## config.mk

```make
export PLATFORM = sky130hd
export DESIGN_NAME = adc_frame_writer_flat
export DESIGN_NICKNAME = d
export VERILOG_FILES = /design/src/rtl/adc_wr_pkg.sv /design/src/rtl/adc_frame_writer_if.sv /design/src/rtl/adc_wr_addr_ring.sv /design/src/rtl/adc_frame_writer.sv /design/src/flat_wrapper.sv
export SDC_FILE = /design/constraint.sdc
export NUM_CORES = 1
export LEC_CHECK = 0
export CORE_MARGIN = 1.5
export CORE_UTILIZATION = 43
export DETAILED_ROUTE_END_ITERATION = 10
export GPL_TIMING_DRIVEN = 1
export PLACE_DENSITY = 0.94
export SLEW_MARGIN = 0
export SYNTH_ARGS = -nofsm -noshare
export SYNTH_HDL_FRONTEND = slang
export SYNTH_SLANG_ARGS = --single-unit
```

## constraint.sdc

```tcl
create_clock -name mem_clk -period 6.93 [get_ports mem_clk]
set_input_delay 1.0395 -clock mem_clk [delete_from_list [all_inputs] [get_ports mem_clk]]
set_output_delay 1.0395 -clock mem_clk [all_outputs]
set_load 0.05 [all_outputs]
```

## src/rtl/adc_wr_pkg.sv

```systemverilog
// Shared types and defaults for the ADC frame writer (FSM states, ring geometry, FIFO level width).
package adc_wr_pkg;

  typedef enum logic [1:0] {
    StIdle,
    StWaitData,
    StBurst,
    StNext
  } adc_wr_state_e;

  localparam int unsigned DefBurstLen   = 128;
  localparam int unsigned DefBaseAddr   = 0;
  localparam int unsigned DefRegionWords = 1048576;
  localparam int unsigned RdusedwBits   = 11;

endpackage

```

## src/rtl/adc_frame_writer_if.sv

```systemverilog
// Write-burst bus between the frame writer (master) and the DDR3 burst controller (slave).
interface adc_frame_writer_if #(
  parameter int unsigned MEM_DATA_BITS = 64,
  parameter int unsigned ADDR_BITS     = 24
);
  logic                     wr_burst_req;
  logic [9:0]               wr_burst_len;
  logic [ADDR_BITS-1:0]     wr_burst_addr;
  logic                     wr_burst_data_req;
  logic [MEM_DATA_BITS-1:0] wr_burst_data;
  logic                     wr_burst_finish;

  modport master (
    output wr_burst_req, wr_burst_len, wr_burst_addr, wr_burst_data,
    input  wr_burst_data_req, wr_burst_finish
  );

  modport slave (
    input  wr_burst_req, wr_burst_len, wr_burst_addr, wr_burst_data,
    output wr_burst_data_req, wr_burst_finish
  );
endinterface

```

## src/rtl/adc_wr_addr_ring.sv

```systemverilog
// Circular burst address register; remembers the start address of the burst just completed.
module adc_wr_addr_ring #(
  parameter int unsigned ADDR_BITS    = 24,
  parameter int unsigned BURST_LEN    = 128,
  parameter int unsigned BASE_ADDR    = 0,
  parameter int unsigned REGION_WORDS = 1048576
) (
  input  logic                 clk_i,
  input  logic                 rst_i,
  input  logic                 advance_i,
  output logic [ADDR_BITS-1:0] addr_o,
  output logic [ADDR_BITS-1:0] last_addr_o
);
  localparam int unsigned SumBits = ADDR_BITS + 1;
  localparam logic [ADDR_BITS-1:0] BaseAddr = ADDR_BITS'(BASE_ADDR);
  localparam logic [ADDR_BITS:0]   EndAddr  = SumBits'(BASE_ADDR + REGION_WORDS);

  logic [ADDR_BITS-1:0] addr_q, addr_d;
  logic [ADDR_BITS-1:0] last_q;
  logic [ADDR_BITS:0]   sum;

  // One extra bit so the wrap compare sees the untruncated sum.
  assign sum = {1'b0, addr_q} + SumBits'(BURST_LEN);

  always_comb begin
    addr_d = addr_q;
    if (advance_i) begin
      addr_d = (sum >= EndAddr) ? BaseAddr : sum[ADDR_BITS-1:0];
    end
  end

  always_ff @(posedge clk_i or posedge rst_i) begin
    if (rst_i) begin
      addr_q <= BaseAddr;
      last_q <= BaseAddr;
    end else begin
      addr_q <= addr_d;
      if (advance_i) last_q <= addr_q;
    end
  end

  assign addr_o      = addr_q;
  assign last_addr_o = last_q;
endmodule

```

## src/rtl/adc_frame_writer.sv

```systemverilog
// Drains the FWFT sample FIFO into fixed-length DDR3 write bursts around a circular region.
// Optional FIFO-full cycle counter enabled by defining ADC_WR_OVF_CNT_EN.
module adc_frame_writer
  import adc_wr_pkg::*;
#(
  parameter int unsigned MEM_DATA_BITS = 64,
  parameter int unsigned ADDR_BITS     = 24,
  parameter int unsigned BURST_LEN     = DefBurstLen,
  parameter int unsigned BASE_ADDR     = DefBaseAddr,
  parameter int unsigned REGION_WORDS  = DefRegionWords
) (
  input  logic                     mem_clk,
  input  logic                     rst,
  input  logic                     calib_done,
  input  logic                     capture_start,
  input  logic                     capture_stop,
  input  logic [15:0]              capture_bursts,
  output logic                     busy,
  output logic                     done,
  output logic [ADDR_BITS-1:0]     last_addr,
  output logic [15:0]              bursts_done,
  output logic                     fifo_rd_en,
  input  logic [MEM_DATA_BITS-1:0] fifo_dout,
  input  logic [RdusedwBits-1:0]   fifo_rdusedw,
  input  logic                     fifo_full,
  adc_frame_writer_if.master       wr,
  output logic [15:0]              ovf_cnt
);
  localparam logic [RdusedwBits-1:0] BurstLevel = RdusedwBits'(BURST_LEN);

  adc_wr_state_e state_q, state_d;
  logic          busy_q, busy_d, done_q, done_d, req_q, req_d, abort_q, abort_d;
  logic [15:0]   count_q, count_d, bursts_done_q, bursts_done_d, bursts_inc;
  logic          advance;

  assign bursts_inc = bursts_done_q + 16'd1;

  always_comb begin
    state_d       = state_q;
    busy_d        = busy_q;
    done_d        = 1'b0;
    req_d         = req_q;
    abort_d       = abort_q;
    count_d       = count_q;
    bursts_done_d = bursts_done_q;
    advance       = 1'b0;
    if (busy_q && capture_stop) abort_d = 1'b1;
    case (state_q)
      StIdle: begin
        if (capture_start && calib_done) begin
          if (capture_bursts != 16'd0) begin
            count_d       = capture_bursts;
            bursts_done_d = 16'd0;
            abort_d       = 1'b0;
            busy_d        = 1'b1;
            state_d       = StWaitData;
          end else begin
            done_d = 1'b1;
          end
        end
      end
      StWaitData: begin
        // A stop here leaves any partial FIFO contents untouched.
        if (abort_q || capture_stop) begin
          state_d = StIdle;
          busy_d  = 1'b0;
          done_d  = 1'b1;
        end else if (fifo_rdusedw >= BurstLevel) begin
          req_d   = 1'b1;
          state_d = StBurst;
        end
      end
      StBurst: begin
        if (wr.wr_burst_finish) begin
          req_d   = 1'b0;
          state_d = StNext;
        end
      end
      StNext: begin
        advance       = 1'b1;
        bursts_done_d = bursts_inc;
        if (bursts_inc == count_q || abort_q || capture_stop) begin
          state_d = StIdle;
          busy_d  = 1'b0;
          done_d  = 1'b1;
        end else begin
          state_d = StWaitData;
        end
      end
      default: state_d = StIdle;
    endcase
  end

  always_ff @(posedge mem_clk or posedge rst) begin
    if (rst) begin
      state_q       <= StIdle;
      busy_q        <= 1'b0;
      done_q        <= 1'b0;
      req_q         <= 1'b0;
      abort_q       <= 1'b0;
      count_q       <= 16'd0;
      bursts_done_q <= 16'd0;
    end else begin
      state_q       <= state_d;
      busy_q        <= busy_d;
      done_q        <= done_d;
      req_q         <= req_d;
      abort_q       <= abort_d;
      count_q       <= count_d;
      bursts_done_q <= bursts_done_d;
    end
  end

  adc_wr_addr_ring #(
    .ADDR_BITS    (ADDR_BITS),
    .BURST_LEN    (BURST_LEN),
    .BASE_ADDR    (BASE_ADDR),
    .REGION_WORDS (REGION_WORDS)
  ) u_addr_ring (
    .clk_i       (mem_clk),
    .rst_i       (rst),
    .advance_i   (advance),
    .addr_o      (wr.wr_burst_addr),
    .last_addr_o (last_addr)
  );

  assign busy             = busy_q;
  assign done             = done_q;
  assign bursts_done      = bursts_done_q;
  assign wr.wr_burst_req  = req_q;
  assign wr.wr_burst_len  = 10'(BURST_LEN);
  assign wr.wr_burst_data = fifo_dout;
  assign fifo_rd_en       = (state_q == StBurst) && wr.wr_burst_data_req;

`ifdef ADC_WR_OVF_CNT_EN
  logic [15:0] ovf_q;

  always_ff @(posedge mem_clk or posedge rst) begin
    if (rst) begin
      ovf_q <= 16'd0;
    end else if (state_q == StIdle && capture_start) begin
      ovf_q <= 16'd0;
    end else if (busy_q && fifo_full && ovf_q != 16'hFFFF) begin
      ovf_q <= ovf_q + 16'd1;
    end
  end

  assign ovf_cnt = ovf_q;
`else
  logic unused_fifo_full;
  assign unused_fifo_full = fifo_full;
  assign ovf_cnt          = 16'd0;
`endif
endmodule

```

## src/flat_wrapper.sv

```systemverilog
// flat-port wrapper written by rule: the top's interface ports become plain ports
module adc_frame_writer_flat import adc_wr_pkg::*;
#(
  parameter int unsigned MEM_DATA_BITS = 64,
  parameter int unsigned ADDR_BITS     = 24,
  parameter int unsigned BURST_LEN     = DefBurstLen,
  parameter int unsigned BASE_ADDR     = DefBaseAddr,
  parameter int unsigned REGION_WORDS  = DefRegionWords
)
  (mem_clk, rst, calib_done, capture_start, capture_stop, capture_bursts, busy, done, last_addr, bursts_done, fifo_rd_en, fifo_dout, fifo_rdusedw, fifo_full, ovf_cnt, wr_wr_burst_req, wr_wr_burst_len, wr_wr_burst_addr, wr_wr_burst_data, wr_wr_burst_data_req, wr_wr_burst_finish);
  adc_frame_writer_if #(.MEM_DATA_BITS(MEM_DATA_BITS), .ADDR_BITS(ADDR_BITS)) wr_i ();
  input  logic mem_clk;
  input  logic rst;
  input  logic calib_done;
  input  logic capture_start;
  input  logic capture_stop;
  input  logic [15:0] capture_bursts;
  output logic busy;
  output logic done;
  output logic [ADDR_BITS-1:0] last_addr;
  output logic [15:0] bursts_done;
  output logic fifo_rd_en;
  input  logic [MEM_DATA_BITS-1:0] fifo_dout;
  input  logic [RdusedwBits-1:0] fifo_rdusedw;
  input  logic fifo_full;
  output logic [15:0] ovf_cnt;
  output wire logic [$bits(wr_i.wr_burst_req)-1:0] wr_wr_burst_req;
  output wire logic [$bits(wr_i.wr_burst_len)-1:0] wr_wr_burst_len;
  output wire logic [$bits(wr_i.wr_burst_addr)-1:0] wr_wr_burst_addr;
  output wire logic [$bits(wr_i.wr_burst_data)-1:0] wr_wr_burst_data;
  input wire logic [$bits(wr_i.wr_burst_data_req)-1:0] wr_wr_burst_data_req;
  input wire logic [$bits(wr_i.wr_burst_finish)-1:0] wr_wr_burst_finish;
  assign wr_wr_burst_req = wr_i.wr_burst_req;
  assign wr_wr_burst_len = wr_i.wr_burst_len;
  assign wr_wr_burst_addr = wr_i.wr_burst_addr;
  assign wr_wr_burst_data = wr_i.wr_burst_data;
  assign wr_i.wr_burst_data_req = wr_wr_burst_data_req;
  assign wr_i.wr_burst_finish = wr_wr_burst_finish;
  adc_frame_writer #(.MEM_DATA_BITS(MEM_DATA_BITS), .ADDR_BITS(ADDR_BITS), .BURST_LEN(BURST_LEN), .BASE_ADDR(BASE_ADDR), .REGION_WORDS(REGION_WORDS)) u_core (.mem_clk(mem_clk), .rst(rst), .calib_done(calib_done), .capture_start(capture_start), .capture_stop(capture_stop), .capture_bursts(capture_bursts), .busy(busy), .done(done), .last_addr(last_addr), .bursts_done(bursts_done), .fifo_rd_en(fifo_rd_en), .fifo_dout(fifo_dout), .fifo_rdusedw(fifo_rdusedw), .fifo_full(fifo_full), .wr(wr_i), .ovf_cnt(ovf_cnt));
endmodule
```

# After elaboration in Yosys (flattened, before gate mapping)
# Index checks and enable logic that the tools add are counted.
# op_classes
add_sub_neg	2
n_lt_le_gt_ge	2
n_eq_ne	12
n_mux	30
reduce_logical	16
# ops
op	count
$mux 16	2
$pmux 16 s2	1
$add 24x8->25 const B	1
$ge 25x21->1 const B	1
$mux 24	1
$mux 1	17
$add 16x1->16 const B	1
$eq 16x16->1	1
$reduce_bool 16->1	1
$ge 11x8->1 const B	1
$mux 2	5
$ne 2x1->1 const B	5
$pmux 2 s4	1
$reduce_and 4->1	2
$pmux 1 s3	2
$reduce_and 3->1	2
$reduce_and 5->1	1
$eq 2x2->1 const B	2
$ne 2x2->1 const B	2
$reduce_bool 2->1	2
$logic_and 1x1->1	3
$logic_or 1x1->1	3
$ne 3x1->1 const B	1
$reduce_bool 3->1	1
other kinds (3)	3
# word_totals
ff_bits	86
input_bits	99
word_cells	71

# Longest topological paths before layout
# depth
ltp_word	6
depth_mapped	9

# By module
# Synthesis repeated with hierarchy kept, for this count alone.
# hier_totals
hier_cells	455
hier_area_um2	4429.2
# modules_own_cells
mod	n_inst	cells_per_inst	area_per_inst_um2	seq_area_each_um2
adc_frame_writer	1	317	2839.0	950.9
adc_wr_addr_ring	1	138	1590.3	850.8

# Worst setup path before layout
# Ideal clock, no wire load.
# synth_path
path_type	reg2reg
from	reg u_core.bursts_done_q[0] (netlist: u_core.bursts_done[0])
to	reg u_core.busy_q (netlist: u_core.busy)
setup_time_ps	140
arrival_ps	2481
required_ps	6790
path_slack_ps	4309
path_stages_with_launch	9
path_cell_list	dfrtp_1 ha_1 buf_2 nand4_1 nor4_1 mux2i_1 o221ai_1 nor4_2 a31oi_1
# synth_between
elab_chain_len	6
# synth_lines
element	line_no	rtl
from (decl)	adc_frame_writer.sv:33	logic [15:0] count_q, count_d, bursts_done_q, bursts_done_d, bursts_inc;
from (signal assigned)	adc_frame_writer.sv:110	bursts_done_q <= bursts_done_d;
$add 16x1->16	adc_frame_writer.sv:36	assign bursts_inc = bursts_done_q + 16'd1;
$eq 16x16->1	adc_frame_writer.sv:82	if (bursts_inc == count_q || abort_q || capture_stop) begin
$logic_or 1x1->1 (2 in series)	adc_frame_writer.sv:82	
$ne 2x1->1 (no source line)	-	
$reduce_and 5->1 (no source line)	-	
to (signal assigned)	adc_frame_writer.sv:105	busy_q <= busy_d;
to (decl)	adc_frame_writer.sv:32	logic busy_q, busy_d, done_q, done_d, req_q, req_d, abort_q, abort_d;
# No other way between the ends.
# A chain may end at the register's enable or synchronous reset.

# Final worst setup path
# layout_path
from	in wr_wr_burst_data_req
to	out fifo_rd_en
# layout_between
elab_chain_len	1
# layout_lines
element	line_no	rtl
from (decl)	flat_wrapper.sv:31	input wire logic [$bits(wr_i.wr_burst_data_req)-1:0] wr_wr_burst_data_req;
$logic_and 1x1->1	adc_frame_writer.sv:133	assign fifo_rd_en = (state_q == StBurst) && wr.wr_burst_data_req;
to (decl)	flat_wrapper.sv:22	output logic fifo_rd_en;
# No other way between the ends.

==> results.json <==
{
  "cellLeakagePower_uw": 0.002179,
  "crit_chain": "clkdlybuf4s50_1 > and3b_1 > clkdlybuf4s50_1",
  "num_rows": 37,
  "final_util_pct": 49.00,
  "cp.required_ps": 5890,
  "seq_area_um2": 1802,
  "post-place-cells": 654,
  "vias_per_cell": 5.598,
  "synthMuxAreaShare_pct": 4.993,
  "port_buffers": 80,
  "setup_tns_ps": 0,
  "firstDrtPassIters": 5,
  "synth_warnings": 0,
  "slew-limit-headroom_pct": 39.46,
  "power_density_nw_per_um2": 302.3,
  "final_common_cell": "nand2_1",
  "worst_path_max_delay_cell": "clkdlybuf4s50_1",
  "cts_root_buffer": "clkbuf_8",
  "syn-cell-area_um2": 4661,
  "fin_area_um2": 5104,
  "cts_setup_buffers": 0,
  "multi_input_area_um2": 2107,
  "drc": 0,
  "antenna_found_initial": 0,
  "wire_per_inst_um": 15.63,
  "synth_edf_count": 0,
  "numCtsBuffers": 9,
  "synth_compound_area_share_pct": 12.56,
  "n_fill_cell": 949,
  "cts_tree": "done",
  "dr_wl_met3_um": 922,
  "synth_top_family_by_area": "simple AND/OR/NAND/NOR gates",
  "vias": 3745,
  "cp-end-kind": "primary output",
  "synth-xor-area-share_pct": 3.114,
  "hold_path_class": "flip-flop to flip-flop",
  "skew_ps": 12.32,
  "synthAdderAreaFrac_pct": 0.5369,
  "cts-resized-gates": 0,
  "rsz0062_at_grt": "no",
  "cp_num_buf_inv": 2,
  "yosysSeqAreaShare_pct": 38.66,
  "criticalPathCategory": "primary input to primary output",
  "fp.coreArea_um2": 10420,
  "cp-start-kind": "primary input",
  "clock_latency_ps": 360,
  "wl_met2_um": 4739,
  "worst_pin_slew_ps": 908.1,
  "path_max_fanout": 1,
  "gp_congestion": 0.8803,
  "post-route-period-util_pct": 50.28,
  "grt_max_degree": 73,
  "whs_ps": 473.1,
  "finalNonFillerCells": 669,
  "synth.distinct_cells": 58,
  "cts.htree.levels": 3,
  "drive_gt1_share_pct": 8.630,
  "die_width_um": 107.1,
  "status": "finished clean",
  "routed.top_layer": "met4",
  "critPathMaxStageDelay_ps": 800,
  "grt_pass1_vias": 3471,
  "fmax_mhz": 287.0,
  "netlist_instances": 526,
  "peakVddDrop_mv": 0.2008,
  "initial_core_util_pct": 44.74,
  "max-clock-path-buffers": 2,
  "wirelength_um": 10460,
  "areaGrowthSynthToFinish_pct": 9.503,
  "critPathArrivalTime_ps": 2450,
  "post_synth.cell_area_avg_um2": 8.861,
  "grt_usage_pct": 18.52,
  "final_max_slew_viol_count": 0,
  "placed_area_um2": 4917,
  "clock_sinks": 72,
  "fp.dieArea_um2": 11470,
  "final_hold_viol_count": 0,
  "detail-route-antenna-nets": 0,
  "layout_common_cells": "nand2_1, clkdlybuf4s50_1, dfrtp_1",
  "postSynth.asyncResetShare_pct": 100.0,
  "ys_ff_latch": 72,
  "diodes": 0,
  "drt_iter0_drc": 288,
  "nets": 630,
  "finalSetupViolations": 0,
  "grt_overflow": 0,
  "route.layer.met1.wl_um": 4440,
  "cts_hold_buf": 0,
  "die_y_um": 107.1,
  "fin_crit_ps": 3485,
  "path_clk_slew_ps": 70,
  "io_pins": 257,
  "grt_pass1_wl_um": 16990,
  "yosys.area_share.simple_pct": 20.64,
  "cap_violations": 0,
  "critical_path.most_common_cell": "clkdlybuf4s50_1",
  "dp_hpwl_um": 7348,
  "synth-main-ff-cell": "dfrtp_1",
  "cp_top_family": "buffers and inverters"
}
==> cells by family (layout without fill, tap and decap cells) <==
logic type | Yosys count | in the layout
and+or+nand+nor | 192 | 192
buffers and inverters | 132 | 101
AOI/OAI and AO/OA | 90 | 90
DFF | 72 | 72
muxes | 21 | 21
xor gates and xnor gates | 15 | 15
adders and majority gates | 2 | 2
other | 2 | 40
==> flip-flops by register name (all words and copies together), names as in the netlist <==
name,cells
u_core.u_addr_ring.last_addr_o,17
u_core.u_addr_ring.addr_o,17
u_core.bursts_done,16
u_core.busy,1
u_core.wr.wr_burst_req,1
u_core.count_q,16
u_core.done,1
u_core.abort_q,1
u_core.state_q,2
==> power breakdown <==
group	internal, uW	total (uW)	switching (uW)
combinational	232	598	366
sequential	509	620	111
clock	164	326	161
==> area by class of cell <==
cell class | count | area share [%]
clock buffer | 10 | 2.501
tap | 136 | 3.334
clock inverter | 5 | 1.152
sequential | 72 | 35.30
inverter | 2 | 0.1471
multi-input combinational | 360 | 41.28
timing repair buffer | 84 | 16.28
==> tightest hold or removal path, stage by stage (launching register included) <==
cell	delay, ps
dfrtp_1	340
nand2_1	50
nand2_1	50
==> per-layer routing <==
| metal | track usage (%) | vias up |
|---|---|---|
| met5 | 0 | - |
| met2 | 27.34 | 230 |
| met4 | 10.48 | 0 |
| met1 | 24.59 | 1773 |
| met3 | 4.681 | 44 |
| li1 | - | 1698 |
==> metrics by stage <==
| stage | setup slack, ps | total power, uW |
|---|---|---|
| 2_1_floorplan | 4066 | 1162 |
| 6_report | 3445 | 1543 |
| 4_1_cts | 3440 | 1550 |
| 3_5_place_dp | 3450 | 1221 |
| 5_1_grt | 3396 | 1627 |
| 3_3_place_gp | 3442 | 1192 |
==> synthesized netlist by cell type (2+ instances only) <==
| cell type | instances | share of area, % |
|---|---|---|
| buf_1 | 2 | 0.16 |
| nor3_1 | 8 | 0.86 |
| and2_1 | 6 | 0.81 |
| a211oi_1 | 2 | 0.32 |
| nand4_1 | 9 | 1.2 |
| dfrtp_1 | 72 | 39 |
| nand2_1 | 81 | 6.5 |
| o22ai_1 | 3 | 0.40 |
| a21oi_1 | 10 | 1.1 |
| a311oi_1 | 2 | 0.38 |
| xnor2_1 | 9 | 1.7 |
| nor3b_1 | 2 | 0.32 |
| nor2b_1 | 8 | 1.1 |
| o21ai_0 | 37 | 4.0 |
| inv_1 | 2 | 0.16 |
| xor2_1 | 5 | 0.94 |
| a31oi_1 | 6 | 0.81 |
| buf_2 | 3 | 0.32 |
| mux2i_1 | 3 | 0.64 |
| and3_1 | 10 | 1.3 |
| buf_4 | 107 | 17 |
| and4_1 | 3 | 0.56 |
| nand2b_1 | 4 | 0.54 |
| mux2_2 | 18 | 4.3 |
| nor4_1 | 15 | 2.0 |
| a22o_1 | 7 | 1.3 |
| clkbuf_1 | 18 | 1.4 |
| or3_1 | 2 | 0.27 |
| a21boi_0 | 2 | 0.32 |
| ha_1 | 2 | 0.54 |
| nand3_1 | 12 | 1.3 |
| nor2_1 | 22 | 1.8 |
| a21o_1 | 3 | 0.48 |
| o41ai_1 | 3 | 0.56 |
| conb_1 | 2 | 0.16 |
| o31ai_1 | 4 | 0.64 |
==> final timing paths <==
| check | startpoint | endpoint | slack [ps] | cells after the start |
|---|---|---|---|---|
| setup / recovery | wr_wr_burst_data_req | fifo_rd_en | 3450 | 3 |
| hold / removal | u_core.u_addr_ring.last_addr_o[14] | u_core.u_addr_ring.last_addr_o[14] | 470 | 2 |
| hold reg to reg | u_core.u_addr_ring.last_addr_o[14] | u_core.u_addr_ring.last_addr_o[14] | 470 | 2 |
| setup reg to reg | u_core.bursts_done[0] | u_core.busy | 4000 | 7 |
| max in group asynchronous | rst | u_core.count_q[3] | 5060 | 3 |
| min in group asynchronous | rst | u_core.u_addr_ring.last_addr_o[15] | 1280 | 3 |
Note: power is estimated with default switching activity, not from simulation.
